File: src/rtl/stream_mux_arb.sv
// stream_mux_arb: N:1 streaming multiplexer with valid/ready handshakes,
// a single registered output stage, an accepted-transfer counter and a
// runtime choice between fixed channel select and round-robin arbitration.
module stream_mux_arb #(
  parameter  int N     = 4,
  parameter  int W     = 8,
  parameter  int CNT_W = 16,
  localparam int SW    = $clog2(N)
) (
  input  logic             clk,
  input  logic             rst_n,
  input  logic             mode,
  input  logic [SW-1:0]    sel,
  input  logic [N-1:0]     in_valid,
  input  logic [N*W-1:0]   in_data,
  output logic [N-1:0]     in_ready,
  output logic             out_valid,
  output logic [W-1:0]     out_data,
  output logic [SW-1:0]    out_ch,
  input  logic             out_ready,
  output logic [CNT_W-1:0] xfer_cnt
);

  logic             r_out_valid;
  logic [W-1:0]     r_out_data;
  logic [SW-1:0]    r_out_ch;
  logic [CNT_W-1:0] r_xfer_cnt;
  logic [SW-1:0]    r_rr_ptr;

  logic             w_load;
  logic             w_grant_any;
  logic [SW-1:0]    w_grant_idx;
  logic [W-1:0]     w_grant_data;
  logic             w_xfer;

  // The output register can take a new word when it is empty or draining now.
  assign w_load = !r_out_valid || out_ready;

  // Pick the granted channel: fixed select, or the first valid channel at or
  // after the round-robin pointer (wrapping). The round-robin scan runs from
  // the farthest offset to the nearest so the nearest valid channel wins.
  always_comb begin : p_grant
    int v_idx;
    // NOTE: every combinational output gets a default first, so no path
    // leaves it unassigned and no latch is inferred.
    w_grant_any  = 1'b0;
    w_grant_idx  = '0;
    w_grant_data = '0;
    v_idx        = 0;
    if (!mode) begin
      if (int'(sel) < N) begin
        if (in_valid[sel]) begin
          w_grant_any = 1'b1;
          w_grant_idx = sel;
        end
      end
    end else begin
      for (int off = N - 1; off >= 0; off--) begin
        v_idx = int'(r_rr_ptr) + off;
        if (v_idx >= N) v_idx = v_idx - N;
        if (in_valid[v_idx]) begin
          w_grant_any = 1'b1;
          w_grant_idx = SW'(v_idx);
        end
      end
    end
    w_grant_data = in_data[int'(w_grant_idx)*W +: W];
  end

  // A transfer happens when a granted channel meets a free output register
  // outside of reset; grant already implies the channel's valid is set.
  assign w_xfer = rst_n && w_load && w_grant_any;

  // Raise ready only on the channel that actually transfers this cycle.
  always_comb begin
    in_ready = '0;
    if (w_xfer) in_ready[w_grant_idx] = 1'b1;
  end

  // Output stage, transfer counter and round-robin pointer.
  always_ff @(posedge clk) begin
    // NOTE: sequential state uses non-blocking assignments so every register
    // samples pre-edge values regardless of statement order.
    if (!rst_n) begin
      r_out_valid <= 1'b0;
      r_out_data  <= '0;
      r_out_ch    <= '0;
      r_xfer_cnt  <= '0;
      r_rr_ptr    <= '0;
    end else if (w_xfer) begin
      r_out_valid <= 1'b1;
      r_out_data  <= w_grant_data;
      r_out_ch    <= w_grant_idx;
      r_xfer_cnt  <= r_xfer_cnt + 1'b1;
      if (mode) begin
        r_rr_ptr <= (w_grant_idx == SW'(N - 1)) ? '0 : w_grant_idx + 1'b1;
      end
    end else if (out_ready) begin
      // Drained with nothing to reload; data and channel keep their values.
      r_out_valid <= 1'b0;
    end
  end

  assign out_valid = r_out_valid;
  assign out_data  = r_out_data;
  assign out_ch    = r_out_ch;
  assign xfer_cnt  = r_xfer_cnt;

endmodule

File: config.mk
export PLATFORM = sky130hd
export DESIGN_NAME = stream_mux_arb
export DESIGN_NICKNAME = d
export VERILOG_FILES = /design/src/rtl/stream_mux_arb.sv
export SDC_FILE = /design/constraint.sdc
export NUM_CORES = 1
export LEC_CHECK = 0
export BUFFER_PORTS_ARGS = -buffer_cell sky130_fd_sc_hd__buf_4
export CAP_MARGIN = 20
export CORE_ASPECT_RATIO = 1.5
export CORE_MARGIN = 1
export CORE_UTILIZATION = 52
export CTS_BUF_LIST = sky130_fd_sc_hd__clkbuf_8
export CTS_CLUSTER_DIAMETER = 120
export DETAILED_ROUTE_END_ITERATION = 10
export PLACE_DENSITY = 0.87
export SYNTH_ARGS = -nofsm -noshare
export SYNTH_HDL_FRONTEND = slang
export SYNTH_SLANG_ARGS = --single-unit
File: constraint.sdc
create_clock -name clk -period 3.75 [get_ports clk]
set_clock_uncertainty 0.1 [all_clocks]
set_input_delay 0.5625 -clock clk [delete_from_list [all_inputs] [get_ports clk]]
set_output_delay 0.5625 -clock clk [all_outputs]
set_load 0.01 [all_outputs]
==> impl_metrics.prom <==
# TYPE chip_impl_metric gauge
chip_impl_metric{name="met1_usage",unit=""} 0.268
chip_impl_metric{name="gp_routability_congestion",unit=""} 0.744
chip_impl_metric{name="synth_seq_area_share",unit=""} 0.362
chip_impl_metric{name="hpwl_after_detailed_placement",unit="mm"} 2.90
chip_impl_metric{name="period_needed",unit="ns"} 2.85
chip_impl_metric{name="worst_r2r_path_depth",unit=""} 5
chip_impl_metric{name="clock_path_buffers",unit=""} 2
chip_impl_metric{name="synth.distinct_cells",unit=""} 35
chip_impl_metric{name="floorplan.initialDensity",unit=""} 0.550
chip_impl_metric{name="yosys_warnings",unit=""} 0
chip_impl_metric{name="globalRouteTotalUtil",unit=""} 0.252
chip_impl_info{name="run_status",value="finished, final reports clean"} 1
chip_impl_metric{name="critical_path_fanout_max",unit=""} 9
chip_impl_metric{name="grt_pass1_wl",unit="mm"} 6.29
chip_impl_info{name="yosys_top_cell_by_area",value="dfxtp_1"} 1
chip_impl_metric{name="vias_per_cell",unit=""} 5.60
chip_impl_metric{name="n_antenna_cell",unit=""} 0
chip_impl_metric{name="core_region_area",unit="sq mm"} 0.00291
chip_impl_metric{name="stdcell_count",unit=""} 292
chip_impl_metric{name="postSynthCellCount",unit=""} 181
chip_impl_metric{name="slew_headroom",unit=""} 0.701
chip_impl_info{name="clock-root-buffer",value="clkbuf_8"} 1
chip_impl_metric{name="dieHeight",unit="um"} 70.0
chip_impl_metric{name="placementRows",unit=""} 24
chip_impl_metric{name="mappedNetlistNets",unit=""} 225
chip_impl_metric{name="pin_count_of_the_biggest_net_entering_global_routing",unit=""} 22
chip_impl_metric{name="worstSkewPairLatency",unit="ns"} 0.28
chip_impl_info{name="most_used_standard_cell_by_instance_count_after_synthesis",value="dfxtp_1"} 1
chip_impl_metric{name="num-nets-final",unit=""} 296
chip_impl_metric{name="cts_inserted_buffers",unit=""} 5
chip_impl_info{name="reg2reg_capture_point",value="xfer_cnt[15]$_SDFFE_PN0P_"} 1
chip_impl_metric{name="timing.critical_path.required",unit="ns"} 3.09
chip_impl_metric{name="setup_viol",unit=""} 0
chip_impl_metric{name="setup_total_negative_slack",unit="ns"} 0
chip_impl_metric{name="finalMaxSlewViolations",unit=""} 0
chip_impl_metric{name="static-leakage-power",unit="nW"} 0.964
chip_impl_metric{name="num_vias",unit=""} 1634
chip_impl_metric{name="finalCritPeriodShare",unit=""} 0.759
chip_impl_metric{name="synth-edff-count",unit=""} 0
chip_impl_info{name="synth_commonest_cells",value="dfxtp_1, mux2i_1, nand3_1"} 1
chip_impl_metric{name="worst_setup_margin",unit="ns"} 0.903
chip_impl_metric{name="first_iter_violations",unit=""} 47
chip_impl_metric{name="cts.sinks",unit=""} 29
chip_impl_metric{name="post_drt_wl_per_cell",unit="um"} 13.2
chip_impl_info{name="crit_end",value="in_ready[0]"} 1
chip_impl_metric{name="flops_latches_synth",unit=""} 29
chip_impl_info{name="tritoncts_clock_tree",value="built"} 1
chip_impl_metric{name="final-hold-violation-count",unit=""} 0
chip_impl_metric{name="pwr_density_cell",unit="mW/mm^2"} 342
chip_impl_metric{name="synth_largest_type_area_fraction",unit=""} 0.363
chip_impl_metric{name="grt_overflow_total",unit=""} 0
chip_impl_info{name="critPathLaunch",value="mode"} 1
chip_impl_metric{name="grt_util_met3",unit=""} 0.0775
chip_impl_info{name="worstSetupEndpointType",value="output pin"} 1
chip_impl_metric{name="synthToLayoutAreaGrowth",unit="%"} 40.8
chip_impl_metric{name="regToRegSetupSlack",unit="ns"} 1.70
chip_impl_metric{name="cts.repair.resized",unit=""} 0
chip_impl_metric{name="route.final.wire_length",unit="mm"} 3.85
chip_impl_metric{name="syn_area_per_cell",unit="sq um"} 8.85
chip_impl_metric{name="timing.fmax",unit="MHz"} 351
chip_impl_metric{name="cts_max_level",unit=""} 2
chip_impl_metric{name="timing.max_cap.violations",unit=""} 0
chip_impl_metric{name="worst_setup_timing_slack_at_the_placement_stage",unit="ns"} 0.892
chip_impl_info{name="synth_top_cells_by_area",value="dfxtp_1, mux2i_1, o221ai_1, nand3_1, a21oi_1"} 1
chip_impl_info{name="grt_setup_unrepaired",value="no"} 1
chip_impl_metric{name="number_of_placed_i_o_pins",unit=""} 73
chip_impl_metric{name="place_inst",unit=""} 284
chip_impl_metric{name="drt-pass1-iter-count",unit=""} 4
chip_impl_metric{name="tightestPinTransition",unit="ns"} 0.435
chip_impl_info{name="dominantRegCellSynth",value="dfxtp_1"} 1
chip_impl_info{name="startpoint_type",value="primary input"} 1
chip_impl_info{name="r2r_start",value="xfer_cnt[2]$_SDFFE_PN0P_"} 1
chip_impl_metric{name="portBuffers",unit=""} 72
chip_impl_metric{name="async_flop_share",unit=""} 0
chip_impl_metric{name="layout-drive-gt1-share",unit=""} 0.340
chip_impl_metric{name="clkSlewWorstSetupHoldPaths",unit="ns"} 0.06
chip_impl_metric{name="cts_hold_repair.buffers",unit=""} 0
chip_impl_metric{name="first_global_vias",unit=""} 1516
chip_impl_metric{name="post_synth_instance_area",unit="sq mm"} 0.00160
chip_impl_metric{name="vdd_drop_max",unit="uV"} 417
chip_impl_info{name="worst-setup-path-type",value="primary input to output pin"} 1
chip_impl_info{name="global_route.peak_usage_layer",value="met2"} 1
chip_impl_metric{name="critical_path_data_arrival_time",unit="ns"} 2.18
chip_impl_metric{name="number_of_antenna_violations_at_the_first_check_in_global_routing",unit=""} 0
chip_impl_metric{name="die_w",unit="um"} 47.3
chip_impl_metric{name="cts.repair_timing.setup_buffer_count",unit=""} 0
chip_impl_metric{name="routed_antenna_nets",unit=""} 0
chip_impl_info{name="min_path_type",value="flop to flop"} 1
chip_impl_metric{name="fp.dieArea",unit="sq mm"} 0.00331
chip_impl_metric{name="globalRouteMet2Util",unit=""} 0.444
chip_impl_metric{name="post-route-drc-count",unit=""} 0
layer usage:
layer / routed length (um) / part of all wire
met5: 0 / 0
met4: 46 / 0.012
met3: 314 / 0.082
met2: 1990 / 0.52
met1: 1500 / 0.39
state kept, by name, indices dropped and copies added (netlist names):
name,cells
xfer_cnt,16
out_data,8
out_ch,2
r_rr_ptr,2
out_valid,1
where the power goes:
part / internal [mW] / total [mW] / switching [mW]
combinational: 0.0931 / 0.179 / 0.0856
sequential: 0.328 / 0.343 / 0.0154
clock: 0.128 / 0.250 / 0.122
total: 0.549 / 0.772 / 0.223
kinds of logic (layout without fill, tap and decap cells):
group | count (synthesis) | after routing | share of synthesized area
compound gates | 39 | 39 | 0.181
xor+xnor | 5 | 5 | 0.0273
fa+ha+maj | 2 | 2 | 0.0156
buf+inv | 15 | 87 | 0.0398
flops | 29 | 29 | 0.363
mux | 22 | 22 | 0.137
simple gates | 69 | 69 | 0.236
cells in the final DEF (no fill, tap or decap), types with 6 or more instances in the layout:
master and instances:
a21oi_1 12, and3_1 6, buf_4 73, dfxtp_1 29
mux2i_1 22, nand2_1 9, nand3_1 15, nor2_1 9
o21ai_0 6, o221ai_1 9, or3_1 8
worst max-delay path, stage by stage:
cell and delay (ns):
buf_4 0.14, nand2b_1 0.22, o221ai_4 0.32, and2_1 0.38, nand2_1 0.15, nor3_1 0.25, buf_4 0.16
stage by stage:
stage	total power, mW	hold slack, ns	util	cell area (sq um)
floorplan	0.444	0.397	-	1600
global placement	0.526	0.368	0.744	2170
detailed placement	0.529	0.369	0.744	2170
CTS	0.775	0.386	0.774	2250
global route	0.804	0.409	0.774	2250
finish	0.772	0.385	0.774	2250
layout make-up:
cell class / count / area (sq um)
multi-input cells: 137 / 968
fillers: 208 / 658
flip-flops and latches: 29 / 581
repair buffers: 73 / 548
clock buffers: 5 / 68.8
well taps: 39 / 48.8
inverters: 6 / 22.5
clock inverters: 3 / 17.5
worst min path at each step:
| stage | cells past startpoint | from | to |
|---|---|---|---|
| after floorplan | 2 | xfer_cnt[15]$_SDFFE_PN0P_ | xfer_cnt[15]$_SDFFE_PN0P_ |
| after detailed placement | 2 | out_data[5]$_SDFFE_PN0P_ | out_data[5]$_SDFFE_PN0P_ |
| after global placement | 2 | xfer_cnt[15]$_SDFFE_PN0P_ | xfer_cnt[15]$_SDFFE_PN0P_ |
| final | 2 | out_data[5]$_SDFFE_PN0P_ | out_data[5]$_SDFFE_PN0P_ |
| after global routing | 2 | out_data[5]$_SDFFE_PN0P_ | out_data[5]$_SDFFE_PN0P_ |
| after CTS | 2 | out_data[5]$_SDFFE_PN0P_ | out_data[5]$_SDFFE_PN0P_ |
Power figures use the tool's default switching activity.
